`src/rtl/multicycle_ctrl_pkg.sv`:
```
// Shared encodings for the multicycle controller: opcodes, FSM states and the
// imm_type / alu_op codes that the immediate generator and ALU also decode.
package multicycle_ctrl_pkg;

    localparam logic [6:0] OP_RTYPE  = 7'b0110011;
    localparam logic [6:0] OP_ITYPE  = 7'b0010011;
    localparam logic [6:0] OP_LOAD   = 7'b0000011;
    localparam logic [6:0] OP_STORE  = 7'b0100011;
    localparam logic [6:0] OP_BRANCH = 7'b1100011;

    typedef enum logic [2:0] {
        ST_FETCH,
        ST_DECODE,
        ST_EXEC,
        ST_MEM_RD,
        ST_MEM_WR,
        ST_WB,
        ST_BRANCH,
        ST_FAULT
    } state_e;

    typedef enum logic [1:0] {
        IMM_I    = 2'd0,
        IMM_S    = 2'd1,
        IMM_B    = 2'd2,
        IMM_NONE = 2'd3
    } imm_type_e;

    typedef enum logic [1:0] {
        ALU_ADD   = 2'd0,
        ALU_CMP   = 2'd1,
        ALU_FUNCT = 2'd2
    } alu_op_e;

    function automatic logic is_mem_state(input state_e s);
        return (s == ST_FETCH) || (s == ST_MEM_RD) || (s == ST_MEM_WR);
    endfunction

endpackage

```
`src/rtl/multicycle_ctrl_if.sv`:
```
// Controller <-> datapath/memory bundle. master = controller, slave = the
// datapath and memory side that supplies decode fields and handshakes.
interface multicycle_ctrl_if;
    import multicycle_ctrl_pkg::*;

    logic [6:0] opcode;
    logic [2:0] funct3;
    logic       br_taken;
    logic       mem_ready;
    logic       mem_req;
    logic       mem_we;
    logic       addr_sel;
    logic       ir_we;
    logic       pc_we;
    logic       pc_src;
    imm_type_e  imm_type;
    logic       alu_src_b;
    alu_op_e    alu_op;
    logic       reg_we;
    logic       wb_sel;
    logic       fault;

    modport master (
        input  opcode, funct3, br_taken, mem_ready,
        output mem_req, mem_we, addr_sel, ir_we, pc_we, pc_src,
               imm_type, alu_src_b, alu_op, reg_we, wb_sel, fault
    );

    modport slave (
        output opcode, funct3, br_taken, mem_ready,
        input  mem_req, mem_we, addr_sel, ir_we, pc_we, pc_src,
               imm_type, alu_src_b, alu_op, reg_we, wb_sel, fault
    );

endinterface

```
`src/rtl/multicycle_ctrl_mem_wait_timer.sv`:
```
// Counts cycles a memory request waits for mem_ready; o_timeout fires on the
// wait cycle that brings the count to MEM_TIMEOUT.
module multicycle_ctrl_mem_wait_timer #(
    parameter int MEM_TIMEOUT = 15
) (
    input  logic clk,
    input  logic i_rst_n,
    input  logic i_clear,
    input  logic i_count_en,
    output logic o_timeout
);

    localparam int               CNT_W     = (MEM_TIMEOUT < 1) ? 1 : $clog2(MEM_TIMEOUT + 1);
    localparam logic [CNT_W-1:0] LAST_WAIT = CNT_W'(MEM_TIMEOUT - 1);

    logic [CNT_W-1:0] r_count;

    always_ff @(posedge clk) begin
        if (!i_rst_n || i_clear) begin
            r_count <= '0;
        end else if (i_count_en) begin
            r_count <= r_count + 1'b1;
        end
    end

    // A mem_ready on this same cycle keeps i_count_en low, so completion wins.
    assign o_timeout = i_count_en && (r_count == LAST_WAIT);

endmodule

```
`src/rtl/multicycle_ctrl.sv`:
```
// Multicycle RV32 subset control FSM: state register plus Moore output decode
// (FETCH/BRANCH enables also qualified by mem_ready / br_taken).
module multicycle_ctrl
    import multicycle_ctrl_pkg::*;
#(
    parameter int MEM_TIMEOUT = 15
) (
    input  logic              clk,
    input  logic              rst_n,
    multicycle_ctrl_if.master bus
);

    state_e    r_state;
    logic      w_in_mem;
    logic      w_timeout;
    logic      w_timer_clear;
    logic      w_timer_en;
    logic      w_unused;

    logic      w_mem_req, w_mem_we, w_addr_sel, w_ir_we, w_pc_we, w_pc_src;
    logic      w_alu_src_b, w_reg_we, w_wb_sel, w_fault;
    imm_type_e w_imm_type;
    alu_op_e   w_alu_op;

    assign w_in_mem      = is_mem_state(r_state);
    assign w_timer_clear = !w_in_mem || bus.mem_ready;
    assign w_timer_en    = w_mem_req && !bus.mem_ready;
    assign w_unused      = ^bus.funct3;

    multicycle_ctrl_mem_wait_timer #(
        .MEM_TIMEOUT (MEM_TIMEOUT)
    ) u_timer (
        .clk        (clk),
        .i_rst_n    (rst_n),
        .i_clear    (w_timer_clear),
        .i_count_en (w_timer_en),
        .o_timeout  (w_timeout)
    );

    always_ff @(posedge clk) begin
        if (!rst_n) begin
            r_state <= ST_FETCH;
        end else begin
            case (r_state)
                ST_FETCH: begin
                    if (bus.mem_ready)  r_state <= ST_DECODE;
                    else if (w_timeout) r_state <= ST_FAULT;
                end
                ST_DECODE: begin
                    case (bus.opcode)
                        OP_RTYPE, OP_ITYPE, OP_LOAD, OP_STORE: r_state <= ST_EXEC;
                        OP_BRANCH:                             r_state <= ST_BRANCH;
                        default:                               r_state <= ST_FAULT;
                    endcase
                end
                ST_EXEC: begin
                    case (bus.opcode)
                        OP_LOAD:  r_state <= ST_MEM_RD;
                        OP_STORE: r_state <= ST_MEM_WR;
                        default:  r_state <= ST_WB;
                    endcase
                end
                ST_MEM_RD: begin
                    if (bus.mem_ready)  r_state <= ST_WB;
                    else if (w_timeout) r_state <= ST_FAULT;
                end
                ST_MEM_WR: begin
                    if (bus.mem_ready)  r_state <= ST_FETCH;
                    else if (w_timeout) r_state <= ST_FAULT;
                end
                ST_WB, ST_BRANCH: r_state <= ST_FETCH;
                default:          r_state <= ST_FAULT;
            endcase
        end
    end

    // Reset masks every strobe immediately so an in-flight request is dropped.
    always_comb begin
        w_mem_req   = 1'b0;
        w_mem_we    = 1'b0;
        w_addr_sel  = 1'b0;
        w_ir_we     = 1'b0;
        w_pc_we     = 1'b0;
        w_pc_src    = 1'b0;
        w_imm_type  = IMM_NONE;
        w_alu_src_b = 1'b0;
        w_alu_op    = ALU_ADD;
        w_reg_we    = 1'b0;
        w_wb_sel    = 1'b0;
        w_fault     = 1'b0;
        if (rst_n) begin
            case (r_state)
                ST_FETCH: begin
                    w_mem_req = 1'b1;
                    w_ir_we   = bus.mem_ready;
                    w_pc_we   = bus.mem_ready;
                end
                ST_EXEC: begin
                    case (bus.opcode)
                        OP_RTYPE: w_alu_op = ALU_FUNCT;
                        OP_ITYPE: begin
                            w_imm_type  = IMM_I;
                            w_alu_src_b = 1'b1;
                            w_alu_op    = ALU_FUNCT;
                        end
                        OP_LOAD: begin
                            w_imm_type  = IMM_I;
                            w_alu_src_b = 1'b1;
                        end
                        OP_STORE: begin
                            w_imm_type  = IMM_S;
                            w_alu_src_b = 1'b1;
                        end
                        default: ;
                    endcase
                end
                ST_MEM_RD: begin
                    w_mem_req  = 1'b1;
                    w_addr_sel = 1'b1;
                end
                ST_MEM_WR: begin
                    w_mem_req  = 1'b1;
                    w_mem_we   = 1'b1;
                    w_addr_sel = 1'b1;
                end
                ST_WB: begin
                    w_reg_we = 1'b1;
                    w_wb_sel = (bus.opcode == OP_LOAD);
                end
                ST_BRANCH: begin
                    w_imm_type = IMM_B;
                    w_alu_op   = ALU_CMP;
                    w_pc_we    = bus.br_taken;
                    w_pc_src   = bus.br_taken;
                end
                ST_FAULT: w_fault = 1'b1;
                default: ;
            endcase
        end
    end

    assign bus.mem_req   = w_mem_req;
    assign bus.mem_we    = w_mem_we;
    assign bus.addr_sel  = w_addr_sel;
    assign bus.ir_we     = w_ir_we;
    assign bus.pc_we     = w_pc_we;
    assign bus.pc_src    = w_pc_src;
    assign bus.imm_type  = w_imm_type;
    assign bus.alu_src_b = w_alu_src_b;
    assign bus.alu_op    = w_alu_op;
    assign bus.reg_we    = w_reg_we;
    assign bus.wb_sel    = w_wb_sel;
    assign bus.fault     = w_fault;

endmodule

```
`src/flat_wrapper.sv`:
```
// flat-port wrapper written by rule: the top's interface ports become plain ports
module multicycle_ctrl_flat import multicycle_ctrl_pkg::*;
#(
    parameter int MEM_TIMEOUT = 15
)
  (clk, rst_n, bus_opcode, bus_funct3, bus_br_taken, bus_mem_ready, bus_mem_req, bus_mem_we, bus_addr_sel, bus_ir_we, bus_pc_we, bus_pc_src, bus_imm_type, bus_alu_src_b, bus_alu_op, bus_reg_we, bus_wb_sel, bus_fault);
  multicycle_ctrl_if bus_i ();
  input  logic clk;
  input  logic rst_n;
  input wire logic [$bits(bus_i.opcode)-1:0] bus_opcode;
  input wire logic [$bits(bus_i.funct3)-1:0] bus_funct3;
  input wire logic [$bits(bus_i.br_taken)-1:0] bus_br_taken;
  input wire logic [$bits(bus_i.mem_ready)-1:0] bus_mem_ready;
  output wire logic [$bits(bus_i.mem_req)-1:0] bus_mem_req;
  output wire logic [$bits(bus_i.mem_we)-1:0] bus_mem_we;
  output wire logic [$bits(bus_i.addr_sel)-1:0] bus_addr_sel;
  output wire logic [$bits(bus_i.ir_we)-1:0] bus_ir_we;
  output wire logic [$bits(bus_i.pc_we)-1:0] bus_pc_we;
  output wire logic [$bits(bus_i.pc_src)-1:0] bus_pc_src;
  output wire logic [$bits(bus_i.imm_type)-1:0] bus_imm_type;
  output wire logic [$bits(bus_i.alu_src_b)-1:0] bus_alu_src_b;
  output wire logic [$bits(bus_i.alu_op)-1:0] bus_alu_op;
  output wire logic [$bits(bus_i.reg_we)-1:0] bus_reg_we;
  output wire logic [$bits(bus_i.wb_sel)-1:0] bus_wb_sel;
  output wire logic [$bits(bus_i.fault)-1:0] bus_fault;
  assign bus_i.opcode = bus_opcode;
  assign bus_i.funct3 = bus_funct3;
  assign bus_i.br_taken = bus_br_taken;
  assign bus_i.mem_ready = bus_mem_ready;
  assign bus_mem_req = bus_i.mem_req;
  assign bus_mem_we = bus_i.mem_we;
  assign bus_addr_sel = bus_i.addr_sel;
  assign bus_ir_we = bus_i.ir_we;
  assign bus_pc_we = bus_i.pc_we;
  assign bus_pc_src = bus_i.pc_src;
  assign bus_imm_type = bus_i.imm_type;
  assign bus_alu_src_b = bus_i.alu_src_b;
  assign bus_alu_op = bus_i.alu_op;
  assign bus_reg_we = bus_i.reg_we;
  assign bus_wb_sel = bus_i.wb_sel;
  assign bus_fault = bus_i.fault;
  multicycle_ctrl #(.MEM_TIMEOUT(MEM_TIMEOUT)) u_core (.clk(clk), .rst_n(rst_n), .bus(bus_i));
endmodule
```
`config.mk`:
```
export PLATFORM = sky130hd
export DESIGN_NAME = multicycle_ctrl_flat
export DESIGN_NICKNAME = d
export VERILOG_FILES = /design/src/rtl/multicycle_ctrl_pkg.sv /design/src/rtl/multicycle_ctrl_if.sv /design/src/rtl/multicycle_ctrl_mem_wait_timer.sv /design/src/rtl/multicycle_ctrl.sv /design/src/flat_wrapper.sv
export SDC_FILE = /design/constraint.sdc
export NUM_CORES = 1
export LEC_CHECK = 0
export ABC_AREA = 1
export BUFFER_PORTS_ARGS = -buffer_cell sky130_fd_sc_hd__clkbuf_2
export CAP_MARGIN = 25
export CORE_MARGIN = 2
export CORE_UTILIZATION = 36
export CTS_BUF_LIST = sky130_fd_sc_hd__clkbuf_16
export CTS_CLUSTER_DIAMETER = 100
export DETAILED_ROUTE_END_ITERATION = 8
export PLACE_DENSITY = 0.76
export SLEW_MARGIN = 10
export SYNTH_ARGS = -nofsm -noshare
export SYNTH_HDL_FRONTEND = slang
export SYNTH_SLANG_ARGS = --single-unit
```
`constraint.sdc`:
```
create_clock -name clk -period 1.5 [get_ports clk]
set_clock_uncertainty 0.1 [all_clocks]
set_input_delay 0.15 -clock clk [delete_from_list [all_inputs] [get_ports clk]]
set_output_delay 0.15 -clock clk [all_outputs]
set_load 0.02 [all_outputs]
```
== Yosys cells after proc, flatten, opt, wreduce, memory -nomap -nowiden ==
Cells that the tools add are included.
Widths: inputs -> output; s select.
Storage, ports and cells
  flip-flop bits (word level): 7
  output and inout port bits: 14
  logic and storage cells: 67
Cells by class
  add/sub/neg operators: 1
  equal/unequal tests: 13
  multiplexer cells: 34
  reductions and logical operators: 17
Operators by type and width (count)
  $mux 1: 20
  $pmux 3 s6: 1
  $eq 7x6->1 const B: 2
  $eq 3x3->1 const B: 4
  $mux 3: 4
  $pmux 2 s2: 3
  $pmux 3 s2: 2
  $reduce_or 2->1: 4
  $eq 7x2->1 const B: 1
  $eq 7x5->1 const B: 1
  $eq 7x7->1 const B: 1
  $eq 3x2->1 const B: 2
  $mux 2: 3
  $reduce_or 3->1: 2
  $add 4x1->4 const B: 1
  $eq 4x4->1 const B: 1
  $logic_or 1x1->1: 4
  $reduce_or 4->1: 1
  $eq 3x1->1 const B: 1
  $logic_not 1->1: 3
  $logic_not 3->1: 1
  $logic_and 1x1->1: 2
  $pmux 1 s2: 1

== Longest topological paths before layout ==
Gate-level depths: netlist of run 1.
  depth after elaboration: 9
  mapped depth: 8

== Cells and area by module ==
Synthesis of run 1 repeated with hierarchy kept, for this count alone.
Unflattened totals
  cell total of the unflattened synthesis: 112
  area total of the unflattened synthesis: 620.6 µm²
Modules (own cells, without submodules)
  multicycle_ctrl: instances 1, cells each 85, area each 420.4 µm², seq. area each 60.1 µm²
  multicycle_ctrl_mem_wait_timer: instances 1, cells each 27, area each 200.2 µm², seq. area each 80.1 µm²

== Worst setup path after synthesis of run 1 ==
Ideal clock, no wire load.
  kind: flip-flop to output port
  from: register u_core.r_state[2]
  to: output bus_wb_sel
  data arrival time: 1.317 ns
  data required time: 1.250 ns
  slack: -0.067 ns
  cell stages (with the launch flop): 3
  buffers on the path: 0
  path through: dfxtp_1 > nand2_1 > nor4_1
On the way
  word-level cells in the longest chain between the ends: 3
Ends and longest elaborated chain
  start, declared: line multicycle_ctrl.sv:13  | state_e r_state;
  start signal, assigned: line multicycle_ctrl.sv:42  | r_state <= ST_FETCH;
  start signal, assigned: line multicycle_ctrl.sv:46  | if (bus.mem_ready) r_state <= ST_DECODE;
  start signal, assigned: line multicycle_ctrl.sv:47  | else if (w_timeout) r_state <= ST_FAULT;
  $eq 3x3->1: line multicycle_ctrl.sv:92  | case (r_state)
  $mux 1: line multicycle_ctrl.sv:92
  $mux 1: line multicycle_ctrl.sv:91  | if (rst_n) begin
  end, declared: line flat_wrapper.sv:24  | output wire logic [$bits(bus_i.wb_sel)-1:0] bus_wb_sel;
Every way passes these cells.

== Worst setup path in the final report of run 1 ==
  from: register u_core.r_state[0]
  to: output bus_mem_req
On the way
  word-level cells in the longest chain between the ends: 4
  elaborated cells between the ends (all ways): 6
  classes of those cells: eq/ne: 2; mux: 2; reduce/logical: 2
Ends and longest elaborated chain
  $eq 3x3->1 (tied with other cells): line multicycle_ctrl.sv:92
  $reduce_or 3->1 (no source line) (*)
  $mux 1 (*): line multicycle_ctrl.sv:92
  $mux 1 (*): line multicycle_ctrl.sv:91
  end, declared: line flat_wrapper.sv:14  | output wire logic [$bits(bus_i.mem_req)-1:0] bus_mem_req;
Mark *: on every way between the ends. The rest lies on a longest branch, timed or not.

==> results.txt, run 1 <==
maximum clock path buffer count: 2
Core Footprint: 0.00152 sq mm
Skew-Pair Late Insertion Delay: 230 ps
WHS: 173 ps
Least-Margin Pin Slew: 353 ps
htree depth: 1
crit end category: output pin
layout cells sized above 1: 0.444
Yosys cell types: 21
final setup margin: -48.6 ps
NumNets Final: 152
CP Class: reg2out
Top Family by Delay on Critical Path: buffers and inverters
standard-cell rows: 14
Root Driver: clkbuf_16
RSZ-0062 raised after global routing: true
Hold WC Path Type: in2reg
Max Freq: 0.646 GHz
clock buffer count from CTS: 3
Worst path slowest cell: dfxtp_4
final core occ: 0.622
Die X: 44.7 um
worst endpoint required time: 1250 ps
maxcap violations: 0
warnings from Yosys: 0
Pwr Total: 1540 uW
drt total wl: 1.76 mm
register area share after synthesis: 0.235
Fin. Hold Viols: 0
Relative slew margins: 0.764
Worst-path clk slew: 40 ps
Post-DP Area: 757 sq um
cell taking the most area after synthesis: dfxtp_1
synth top area cells: dfxtp_1 (24%), nor2_1 (15%), nand2_1 (14%)
largest net degree at the start of global routing: 8
antenna diode count: 0
vias in the first global route: 653
status: finished, violations left
first-pass GRT wire length: 2.60 mm
ANT nets after route: 0
TritonRoute pass-1 iters: 4
DP HPWL: 1.16 mm
grt total ovfl: 0
Synth Flop Type: dfxtp_1
TritonCTS Sinks: 7
drt wl/cell: 11.7 um
drt first-iter violations: 6
worst endpoint data arrival time: 1300 ps
synthesized area: 596 sq um
Vias per Instance: 4.99
most frequent cell after synthesis: nor2_1
Synth top cells by count: nor2_1 (24), nand2_1 (22), inv_1 (15)
GRT Total Usage: 0.178
Worst Setup Start Kind: flip-flop
area delta synth->final: 59.2%
leak pwr: 0.000486 uW
I/O Pins: 28
Slew Limit Fails: 0
crit-path max FO: 4
#FFs+latches synth: 7
PwrDens: 1620 mW/mm^2
Hold-fix buffers, CTS: 0
Mapped Nets: 118
Syn Area/Cell: 5.84 sq um
Initial Util: 0.391
antenna violations before repair: 0
Die Ht: 44.7 um
port bufs: 24
CTS tree: yes
failing checks: setup timing
Async SR Flop Fraction: 0
routed vias: 754
final setup violation count: 3
Yosys top cell area share: 0.235
Worst VDD drop: 1330 uV
Cells after Synth: 102
post-layout min period: 1550 ps
Tcrit/Tclk final: 1.03
Final Cell Area: 948 sq um
Post-synth EDFFs: 0
DRC Markers: 0
largest stage delay on the critical path: 360 ps
Buf/Inv on CP: 4
gp weighted congestion: 0.789
Die ar.: 0.00200 sq mm
cell chain of the critical path: buf_4, nor2_4, inv_2, nand2_2, inv_2, nor2_4, buf_8
## timing repair
| action | 4_1_cts | 5_1_grt |
|---|---|---|
| resized for setup | 13 | 23 |
| hold endpoints to repair | 0 | 0 |
| endpoints found under the setup margin | 7 | 10 |
| pin swaps | 1 | 3 |
| setup buffers | 2 | 1 |
| cloned | 0 | 0 |
## cells in the final DEF (no fill, tap or decap), types with 3 or more instances in the layout
cell        n
nand3_1     4
nor2_4      4
nor2_1     21
buf_4      11
inv_1      13
clkbuf_2   16
inv_2       6
dfxtp_1     4
a21oi_2     3
clkbuf_16   3
nand2_2     3
nand2_1    21
## routing by layer
layer / vias up / share of wire / GRT usage
met5: - / 0 / 0
met4: 0 / 0.0079 / 0.0182
met3: 2 / 0.079 / 0.0735
met2: 30 / 0.55 / 0.333
met1: 341 / 0.36 / 0.188
li1: 381 / - / -
## cell type report
cell class / instances / area, sq um
Clock buffer: 3 / 75.1
Clock inverter: 1 / 5.00
Fill cell: 139 / 576
Inverter: 19 / 71.3
Multi-Input combinational cell: 76 / 442
Sequential cell: 7 / 146
Tap cell: 16 / 20.0
Timing Repair Buffer: 29 / 189
## cells by family after synthesis
logic type,share of synthesized area
xor+xnor,0.0294
buf+inv,0.120
simple gates,0.479
fa+ha+maj,0.0420
flops,0.235
compound gates,0.0945
## worst register-to-register path: stages, from the launching register on
cell and delay [ps]:
dfxtp_4 360, buf_4 140, nor2_4 110, inv_2 70, nand2_2 90, nand4_2 110
nand2_1 100, nand2_1 60, a21oi_2 110
## per-stage QoR
stage	TNS [ps]	cells	setup WS [ps]
after floorplan	0	102	28.0
after global placement	0	144	145
after detailed placement	0	144	135
after CTS	-151	150	-45.7
after global routing	-502	151	-111
final	-118	151	-48.6
## power by group
group          leakage (uW)  switching (uW)  internal, uW
clock network     0.0000409             116           351
logic              0.000386             463           307
registers         0.0000585            57.2           244
total              0.000486             637           903
## state kept, by name, summed over array words and instances, names as in the netlist
register,cells
u_core.r_state,3
u_core.u_timer.r_count,4
## final timing paths
path,to,slack (ps),startpoint,cells after the start
hold / removal,u_core.r_state[1],170,rst_n,3
hold reg to reg,u_core.u_timer.r_count[0],360,u_core.u_timer.r_count[0],1
setup / recovery,bus_mem_req,-50,u_core.r_state[0],7
setup reg to reg,u_core.r_state[2],180,u_core.r_state[0],8
Power figures use the tool's default switching activity.
==> run 2, diff against run 1 <==
--- a/config.mk
+++ b/config.mk
@@ -5,15 +5,14 @@
 export SDC_FILE = /design/constraint.sdc
 export NUM_CORES = 1
 export LEC_CHECK = 0
-export ABC_AREA = 1
+export ABC_AREA = 0
 export BUFFER_PORTS_ARGS = -buffer_cell sky130_fd_sc_hd__clkbuf_2
 export CAP_MARGIN = 25
 export CORE_MARGIN = 2
 export CORE_UTILIZATION = 36
-export CTS_BUF_LIST = sky130_fd_sc_hd__clkbuf_16
 export CTS_CLUSTER_DIAMETER = 100
 export DETAILED_ROUTE_END_ITERATION = 8
-export PLACE_DENSITY = 0.76
+export PLACE_DENSITY = 0.78
 export SLEW_MARGIN = 10
 export SYNTH_ARGS = -nofsm -noshare
 export SYNTH_HDL_FRONTEND = slang
==> results.txt, run 2 <==
main combinational cell family by area after synthesis: simple AND/OR/NAND/NOR gates
port bufs: 24 (unchanged)
Cells after Synth: 69 (-32%)
leak pwr: 0.000406 uW (-16%)
biggest regs: u_core.u_timer.r_count (4), u_core.r_state (3)
WHS Path Cells: 4 (+1)
ANT nets after route: 0 (unchanged)
DP HPWL: 990 um (-15%)
P_sw: 228 uW (-64%)
crit-path max FO: 5 (+1)
RSZ-0062 raised after global routing: true
antenna diode count: 0 (unchanged)
HP Start: bus_mem_ready
synthesized area: 519 sq um (-13%)
clock buffer count from CTS: 3 (unchanged)
TritonCTS Sinks: 7 (unchanged)
FF/Latch Area: 153 sq um (+4.3%)
area delta synth->final: 74.0%
Die ar.: 0.00176 sq mm (-12%)
hold path endpoint: u_core.u_timer.r_count[1]
layout cells sized above 1: 0.565 (+0.120)
CTS tree: yes
most frequent cells in the layout: clkbuf_2 (15), buf_4 (15), nor2_1 (10), a21oi_1 (4)
maximum clock path buffer count: 2 (unchanged)
Async SR Flop Fraction: 0 (unchanged)
Mapped Nets: 85 (-28%)
Vias per Instance: 5.44 (+8.9%)
first-pass GRT wire length: 2.40 mm (-7.7%)
max reg flops: 4 (unchanged)
r2r setup slk: -10 ps (-190 ps)
Fillers: 102 (-27%)
final setup margin: -72.8 ps (-24.2 ps)
grt total ovfl: 0 (unchanged)
Hold-fix buffers, CTS: 0 (unchanged)
standard-cell rows: 13 (-1)
Relative slew margins: 0.817 (+0.0525)
vias in the first global route: 582 (-11%)
R2R depth: 4 (-4)
final setup violation count: 7 (+4)
Pwr Total: 666 uW (-57%)
Synth Area in XOR/XNOR: 0.0337 (+0.00432)
Worst VDD drop: 493 uV (-63%)
failing checks: setup timing
I/O Pins: 28 (unchanged)
Core Footprint: 0.00132 sq mm (-14%)
largest net degree at the start of global routing: 9 (+1)
Initial Util: 0.394 (+0.00331)
post-synthesis mux area share: 0 (unchanged)
Inst Count DP: 112 (-22%)
worst endpoint required time: 1250 ps (about the same)
drt wl/cell: 13.2 um (+13%)
Die X: 42.0 um (-6.0%)
htree depth: 1 (unchanged)
Root Driver: clkbuf_4
area occupied by multi-input gates: 423 sq um (-4.2%)
Yosys cell types: 35 (+67%)
Synth Area in Simple Gates: 0.345 (-0.134)
PwrDens: 737 mW/mm^2 (-55%)
Die Ht: 42.0 um (-6.0%)
most frequent cell after synthesis: nor2_1
register area share after synthesis: 0.270 (+0.0346)
Fin. Hold Viols: 0 (unchanged)
Synth top cells by count: nor2_1 (14), dfxtp_1 (7), a21oi_1 (5)
TritonRoute pass-1 iters: 4 (unchanged)
Place WS: 20.6 ps (-115 ps)
Flop pwr share: 0.355 (+0.159)
drt first-iter violations: 17 (+11)
Worst R2R Start: u_core.r_state[0]
clock power share: 0.250 (-0.054)
synth top area cells: dfxtp_1 (27%), nor2_1 (10%), a21oi_1 (4.8%)
final setup TNS: -303 ps (-185 ps)
drt total wl: 1.63 mm (-7.6%)
crit end category: output pin
Non-Filler Instances: 123 (-19%)
Synth Flop Type: dfxtp_1
maxcap violations: 0 (unchanged)
Worst-path clk slew: 60 ps (+20 ps)
status: finished, violations left
Max Freq: 0.636 GHz (-1.5%)
post-layout min period: 1570 ps (+24.2 ps)
Yosys top cell area share: 0.270 (+0.0346)
reg-to-reg endpoint: u_core.r_state[0]
Post-synth EDFFs: 0 (unchanged)
warnings from Yosys: 0 (unchanged)
Worst Setup Start Kind: flip-flop
logic gate share of total power: 0.395 (-0.105)
Biggest register: u_core.u_timer.r_count
NumNets Final: 125 (-18%)
Slew Limit Fails: 0 (unchanged)
antenna violations before repair: 0 (unchanged)
Internal: 438 uW (-51%)
routed vias: 669 (-11%)
cell taking the most area after synthesis: dfxtp_1
switching share of power: 0.342 (-0.0716)
worst endpoint data arrival time: 1320 ps (+20 ps)
GRT Total Usage: 0.172 (-0.00561)
Hold WC Path Type: in2reg
Least-Margin Pin Slew: 272 ps (-80.6 ps)
compound-cell area share of the yosys netlist: 0.263 (+0.168)
gp weighted congestion: 0.793 (+0.52%)
CP Class: reg2out
#FFs+latches synth: 7 (unchanged)
Syn Area/Cell: 7.53 sq um (+29%)
DRC Markers: 0 (unchanged)
area share of fa/ha/maj cells after synthesis: 0.0482 (+0.00618)
Skew-Pair Late Insertion Delay: 250 ps (+20 ps)
Tcrit/Tclk final: 1.05 (+0.0162)
run 2: cell types whose count changed after synthesis, moves of 3 or more:
cell,previous run,this run
inv_1,15,3
nor2_1,24,14
nand2_1,22,1
nor3_1,4,1
inv_2,4,0
run 2: how the worst max path moves through the flow:
stage	from	endpoint	slack (ps)
floorplan	u_core.r_state[2]	bus_pc_we	10
global placement	u_core.u_timer.r_count[0]	u_core.r_state[0]	40
detailed placement	u_core.u_timer.r_count[0]	u_core.r_state[0]	20
CTS	u_core.r_state[0]	bus_pc_we	-60
global route	u_core.r_state[1]	bus_pc_we	-150
finish	u_core.r_state[0]	bus_pc_we	-70
run 2: per-layer routing:
| metal | track usage | wire length, um | vias to the layer above |
|---|---|---|---|
| met3 | 0.0431 | 70 | 0 |
| li1 | - | - | 329 |
| met2 | 0.284 | 858 | 21 |
| met4 | 0.0710 | 0 | 0 |
| met5 | 0 | 0 | - |
| met1 | 0.211 | 701 | 319 |
run 2: logic make-up (layout without fill, tap and decap cells):
kind of cell,count (synthesis),after routing
AND/OR/NAND/NOR,34,34
buffers and inverters,5,44
flip-flops,7,7
XOR/XNOR,2,2
adder cells (fa/ha/maj),2,2
AO/OA/AOI/OAI,19,19
run 2: power by group through the flow:
| stage | logic [uW] | clock network, uW | registers (uW) |
|---|---|---|---|
| detailed placement | 198 | 0 | 227 |
| finish | 263 | 166 | 236 |
| floorplan | 136 | 0 | 220 |
| global route | 285 | 185 | 239 |
| CTS | 242 | 176 | 232 |
| global placement | 195 | 0 | 227 |
run 2: cell type report:
cell class / count / area share
Multi-Input combinational cell: 57 / 0.468
Timing Repair Buffer: 37 / 0.301
Sequential cell: 7 / 0.169
Clock buffer: 4 / 0.0291
Tap cell: 15 / 0.0208
Inverter: 3 / 0.0125
run 2: metrics by stage:
step | utilization | hold slack [ps] | area, sq um
2_1_floorplan | - | 270 | 531
3_5_place_dp | 0.535 | 416 | 704
6_report | 0.686 | 199 | 903
4_1_cts | 0.652 | 176 | 860
5_1_grt | 0.686 | 220 | 903
3_3_place_gp | 0.535 | 405 | 704
run 2: worst max-delay path: stages (launching register included):
cell      delay [ps]
dfxtp_4          370
nand2b_4         170
nor2_4            40
and2_4           130
or2_1            210
clkbuf_8         150
run 2: repair_timing:
item / in CTS / in global routing
setup endpoints to repair: 10 / 10
setup buffers: 5 / 2
pin swaps: 7 / 2
resized for setup: 25 / 13
